## config.mk

```make
export PLATFORM = sky130hd
export DESIGN_NAME = fpu_pipeline_controller
export DESIGN_NICKNAME = d
export VERILOG_FILES = /design/src/rtl/fpu_pipeline_controller.sv
export SDC_FILE = /design/constraint.sdc
export NUM_CORES = 1
export LEC_CHECK = 0
export CAP_MARGIN = 20
export CORE_MARGIN = 10
export CORE_UTILIZATION = 46
export DETAILED_ROUTE_END_ITERATION = 6
export GPL_TIMING_DRIVEN = 0
export PLACE_DENSITY = 0.76
export SETUP_SLACK_MARGIN = 0.1
export SYNTH_ARGS = -nofsm -noshare
export SYNTH_HDL_FRONTEND = slang
export SYNTH_SLANG_ARGS = --single-unit
export TNS_END_PERCENT = 5
```

## constraint.sdc

```tcl
create_clock -name clk -period 1.91 [get_ports clk]
set_input_delay 0.573 -clock clk [delete_from_list [all_inputs] [get_ports clk]]
set_output_delay 0.573 -clock clk [all_outputs]
set_load 0.005 [all_outputs]
```

## src/rtl/fpu_pipeline_controller.sv

```systemverilog
// -----------------------------------------------------------------------------
// fpu_pipeline_controller
//
// Control sequencer for the pipelined FPU. It tracks per-stage occupancy and
// produces the single global stall that holds every pipeline register stage.
// A division parks in the divider stage for DIV_ITERATIONS recirculation
// cycles. Valid/ready handshakes are provided on the issue and result sides.
//
// Ports:
//   clk             in   clock
//   reset           in   asynchronous, active-high reset
//   flush           in   synchronous pipeline clear (drops the op presented)
//   issue_valid     in   new op presented at stage-0 inputs
//   issue_division  in   presented op is a division (qualified by issue_valid)
//   issue_ready     out  controller accepts the presented op this cycle
//   result_valid    out  last stage holds a completed op
//   result_ready    in   consumer accepts the result
//   stall           out  global hold for all stage registers
//   division_mode   out  divider stage recirculates this cycle
//   division_step   out  remaining divider iterations, counting down
//   stage_valid     out  occupancy bit per stage
//   pipeline_empty  out  no stage is occupied
// -----------------------------------------------------------------------------
module fpu_pipeline_controller #(
  parameter int STAGES         = 5,
  parameter int DIV_STAGE      = 2,
  parameter int DIV_ITERATIONS = 12,
  parameter int CW             = (DIV_ITERATIONS > 1) ? $clog2(DIV_ITERATIONS) : 1
) (
  input  logic              clk,
  input  logic              reset,
  input  logic              flush,
  input  logic              issue_valid,
  input  logic              issue_division,
  output logic              issue_ready,
  output logic              result_valid,
  input  logic              result_ready,
  output logic              stall,
  output logic              division_mode,
  output logic [CW-1:0]     division_step,
  output logic [STAGES-1:0] stage_valid,
  output logic              pipeline_empty
);

  localparam logic [0:0] ST_IDLE = 1'b0;
  localparam logic [0:0] ST_ITER = 1'b1;

  // The division tag is only ever inspected at DIV_STAGE, which is never the
  // last stage, so the tag shift register stops one stage short.
  localparam int DW = STAGES - 1;

  logic [STAGES-1:0] stage_valid_q, stage_valid_d;
  logic [DW-1:0]     stage_div_q,   stage_div_d;
  logic [0:0]        state_q,       state_d;
  logic [CW-1:0]     cnt_q,         cnt_d;
  logic              div_done_q,    div_done_d;

  logic div_pending;
  logic div_stall;
  logic out_block;
  logic stall_int;
  logic fire;

  // Hold logic: an occupied division op in the divider stage that has not yet
  // finished its iterations, or an iteration in progress, freezes the pipe.
  // A full last stage the consumer is refusing also freezes it.
  always_comb begin
    div_pending = stage_valid_q[DIV_STAGE] & stage_div_q[DIV_STAGE] & ~div_done_q;
    div_stall   = div_pending | (state_q == ST_ITER);
    out_block   = stage_valid_q[STAGES-1] & ~result_ready;
    stall_int   = div_stall | out_block;
    fire        = issue_valid & ~stall_int;
  end

  always_comb begin
    // NOTE: every next-state variable gets a hold default first so that no
    // path through the block leaves it unassigned and infers a latch.
    stage_valid_d = stage_valid_q;
    stage_div_d   = stage_div_q;
    state_d       = state_q;
    cnt_d         = cnt_q;
    div_done_d    = div_done_q;

    if (!stall_int) begin
      stage_valid_d = {stage_valid_q[STAGES-2:0], fire};
      stage_div_d[0] = fire & issue_division;
      for (int i = 1; i < DW; i++) begin
        stage_div_d[i] = stage_div_q[i-1];
      end
      // Clearing on advance lets the next division entering the divider
      // stage start a fresh iteration run.
      div_done_d = 1'b0;
    end

    // The divider FSM runs independently of result_ready. While ITER is
    // active stall is high, so the advance clear above never coincides with
    // the done flag being set here.
    case (state_q)
      ST_IDLE: begin
        if (div_pending) begin
          state_d = ST_ITER;
          cnt_d   = CW'(DIV_ITERATIONS - 1);
        end
      end
      default: begin
        if (cnt_q == '0) begin
          state_d    = ST_IDLE;
          div_done_d = 1'b1;
        end else begin
          cnt_d = cnt_q - CW'(1);
        end
      end
    endcase

    if (flush) begin
      stage_valid_d = '0;
      stage_div_d   = '0;
      state_d       = ST_IDLE;
      cnt_d         = '0;
      div_done_d    = 1'b0;
    end
  end

  // NOTE: sequential state is updated with non-blocking assignments only, so
  // every register samples the pre-edge values regardless of block order.
  always_ff @(posedge clk or posedge reset) begin
    if (reset) begin
      stage_valid_q <= '0;
      stage_div_q   <= '0;
      state_q       <= ST_IDLE;
      cnt_q         <= '0;
      div_done_q    <= 1'b0;
    end else begin
      stage_valid_q <= stage_valid_d;
      stage_div_q   <= stage_div_d;
      state_q       <= state_d;
      cnt_q         <= cnt_d;
      div_done_q    <= div_done_d;
    end
  end

  // Outputs are pure functions of registered state and result_ready, so they
  // follow an asynchronous reset without waiting for a clock edge.
  always_comb begin
    stall          = stall_int;
    issue_ready    = ~stall_int;
    result_valid   = stage_valid_q[STAGES-1] & ~div_stall;
    division_mode  = (state_q == ST_ITER);
    division_step  = (state_q == ST_ITER) ? cnt_q : '0;
    stage_valid    = stage_valid_q;
    pipeline_empty = ~|stage_valid_q;
  end

endmodule

```

==> impl_results.md <==
- Rel. slew slack: a little under two thirds
- RSZ-0062 raised after global routing: yes
- Number of global-route vias before repair: around 640
- M3 GR Usage: 2.505%
- Clk pin slew, worst setup/hold paths: approximately 90 ps
- WS Path Type: reg -> out
- Multi-input logic area: between 300 and 400 um2
- Post-route ant nets: 0
- CTS tree: done
- HP Class: reg -> reg
- CTS Buffer Depth: 2
- Syn nets: 80
- DR pass1 iterations: 4
- Fill cells: between 100 and 150
- Crit end category: output port
- Die height: 60.77 um
- VDD IR max: between 0.4 and 0.5 mV
- Post-synthesis register bit count: 14
- Maxcap violations: 0
- DP HPWL: ~1300 um
- Worst Setup Start Kind: register
- Largest net degree at the start of global routing: 15
- PortBufs: 19
- Hold Fails Final Rpt: 0
- Drc violations: 0
- Crit path top cell by count: buf_6
- CP required: around 1300 ps
- Critical Path Max Stage Delay: 410 ps
- Outcome: complete, but fails checks
- Failing checks: negative setup slack
- Combinational share of power: roughly a tenth
- Register area share after synthesis: a little under half
- Tcrit/Tclk final: 111.0%
- ANT cells: 0
- Arrival @ worst endpoint: around 1600 ps
- Crit Path Max Fanout: 4
- IO Count: 20
- NetSw: between 100 and 150 uW
- H-tree depth: 1
- Clk_skew: about 1.3 ps
- Gr usage total: about a tenth
- Post-synthesis cell area: around 760 um2
- Met2 layer usage reported by global route: 15.57%
- Root Buffer: clkbuf_4
- First-pass GRT wire length: around 2800 um
- Fin area: 0.001110 mm2
- Final WS setup: -209.2 ps
- Synth area leaders: dfrtp_1 (46%), mux2i_1 (12%), nand2b_1 (8.2%)
- Die area: approximately 0.0037 mm2
- Netlist cell types: 24
- Family with the most delay on the worst path: simple AND/OR/NAND/NOR gates
- Worst-skew pair later-pin latency: roughly 280 ps
- FMAX: between 400 and 500 MHz
- Routed wire length: between 1500 and 2000 um
- Met1 usage: approximately 12%
- Routability cong.: roughly 0.74
- Clock sinks: 14
- Tmin final: between 2000 and 2500 ps
- Synth top area share: between 40% and 50%
- Final setup fails: 4
- Via count: about 640
- Most Used Layer, Global Route: met2
- Reg power frac: 52.2%
- Crit-path cells: buf_6 -> nor2b_4 -> or3_4 -> buf_6 -> inv_8 -> buf_6
- TNS Setup: -521.8 ps
- Initial Util: 49.59%
- Internal Pwr Total: ~450 uW
- Final nets: 112
- Tot Pwr: 584.1 uW
- Max Slew Vio Count: 0
- Bufs and invs on worst path: 4
- Sw Share: roughly 23%
- Syn_area_per_cell: roughly 11 um2
- Slowest stage cell, crit path: dfrtp_1
- Initial DRC count: 11
- Grt ovf: 0
- Die X: a little over 60 um
- Reg area: 350.3 um2
- Dpl cell area: about 1000 um2
- Std-Cell Rows: 14
- CTS Buf Count: 3
- Area leader, netlist: dfrtp_1
- Core ar.: 0.001541 mm2
- Pwr per Cell Area: 526.3 mW/mm2
- Clock share of power: a little under two fifths
- Synthesized instance count: approximately 70
- Worst-margin pin slew: 539.9 ps
- Leakage: around 0.0006 uW
- Area delta synth->final: 45.17%
- Share of layout cells above drive strength 1: 22.33%
- DR vias/cell: ~5.4
- Wire per inst: ~15 um
- Initial antenna violation count: 0
- YS warnings: 0
-- power groups by stage --
stage,logic (uW),clock network (uW),registers [uW]
floorplan,24.4,0,311
global placement,54.1,0,311
detailed placement,55.0,0,311
CTS,55.0,222,305
global route,61.6,230,306
finish,55.7,223,305
-- cell type report --
| type | instances | area share (%) |
|---|---|---|
| multi-input cells | 51 | 35.06 |
| well taps | 16 | 1.804 |
| repair buffers | 27 | 23.90 |
| inverters | 4 | 2.029 |
| clock buffers | 4 | 3.269 |
| flip-flops and latches | 14 | 31.57 |
| plain buffers | 3 | 2.368 |
-- kinds of logic after synthesis --
kind of cell / Yosys count / synth area share (%)
compound gates: 10 / 7.528
fa+ha+maj: 2 / 3.273
buf+inv: 7 / 5.401
flops: 14 / 45.83
mux: 9 / 11.78
simple gates: 30 / 26.19
-- cell usage in the layout (no fill, tap or decap), drive strengths merged, types with 2 or more instances in the layout --
cell type	synthesis	routed
nor2	3	3
buf	1	13
clkdlybuf4s50	0	8
and2	4	4
inv	4	4
dlygate4sd2	0	2
nor2b	3	3
mux2i	9	9
dfrtp	14	14
a31o	2	2
clkbuf	2	5
or2b	2	2
a21oi	5	5
ha	2	2
nand2b	10	10
o21ai	3	3
dlymetal6s2s	0	5
-- repair_timing --
action | CTS | global route
hold buffers | 0 | 0
resized for setup | 22 | 11
setup buffers | 7 | 1
endpoints found under the hold margin | 0 | 0
setup endpoints to repair | 9 | 10
pin swaps | 3 | 1
-- path summary, 6_finish.rpt --
kind	start	to	depth (start not counted)	slack (ps)
worst min-delay path	stage_div_q[1]	stage_div_q[1]	2	560
max in group asynchronous	reset	division_mode	2	940
worst min register to register	stage_div_q[1]	stage_div_q[1]	2	560
min in group asynchronous	reset	stage_div_q[1]	2	620
worst max register to register	stage_valid[4]	stage_valid[4]	7	300
worst max-delay path	stage_valid[4]	issue_ready	6	-210
-- synth_stat cells --
master and number:
nor3b_1 1, nor2b_1 3, inv_1 3, clkbuf_1 2, nand3b_1 1, or3_1 1, nand4bb_1 1, inv_8 1
dfrtp_1 14, nor2_1 3, nand2b_1 10, or4b_2 1, a21oi_1 5, or2b_1 2, and2_1 4, o21ai_0 3
a31o_2 1, mux2i_1 9, or4_1 1, ha_1 2, buf_6 1, nor4b_1 1, and3b_1 1, a31o_1 1
-- per-stage QoR --
step,util [%],setup slack (ps),hold slack (ps),instances
finish,72.00,-209.2,556.4,119
global placement,63.23,-802.8,530.6,107
global route,72.00,-270.7,597.1,119
CTS,69.56,-197.8,560.3,118
floorplan,-,173.0,462.2,72
detailed placement,63.23,-804.3,546.2,107
-- worst register-to-register path: stages, from the launching register on --
cell	delay (ps)
dfrtp_1	410
buf_6	120
nor2b_4	120
or3_4	360
buf_6	140
inv_8	40
buf_4	150
mux2i_1	200
-- registers in the layout, indices dropped and copies added (netlist names) --
register / cells
stage_valid: 5
cnt_q: 4
stage_div_q: 3
div_done_q: 1
division_mode: 1
-- per-layer routing --
metal | wire length (um) | part of all wire, %
met5 | 0 | 0
met2 | 845 | 48
met3 | 99 | 5.6
met4 | 21 | 1.2
met1 | 790 | 45
(Power assumes the default switching activity.)
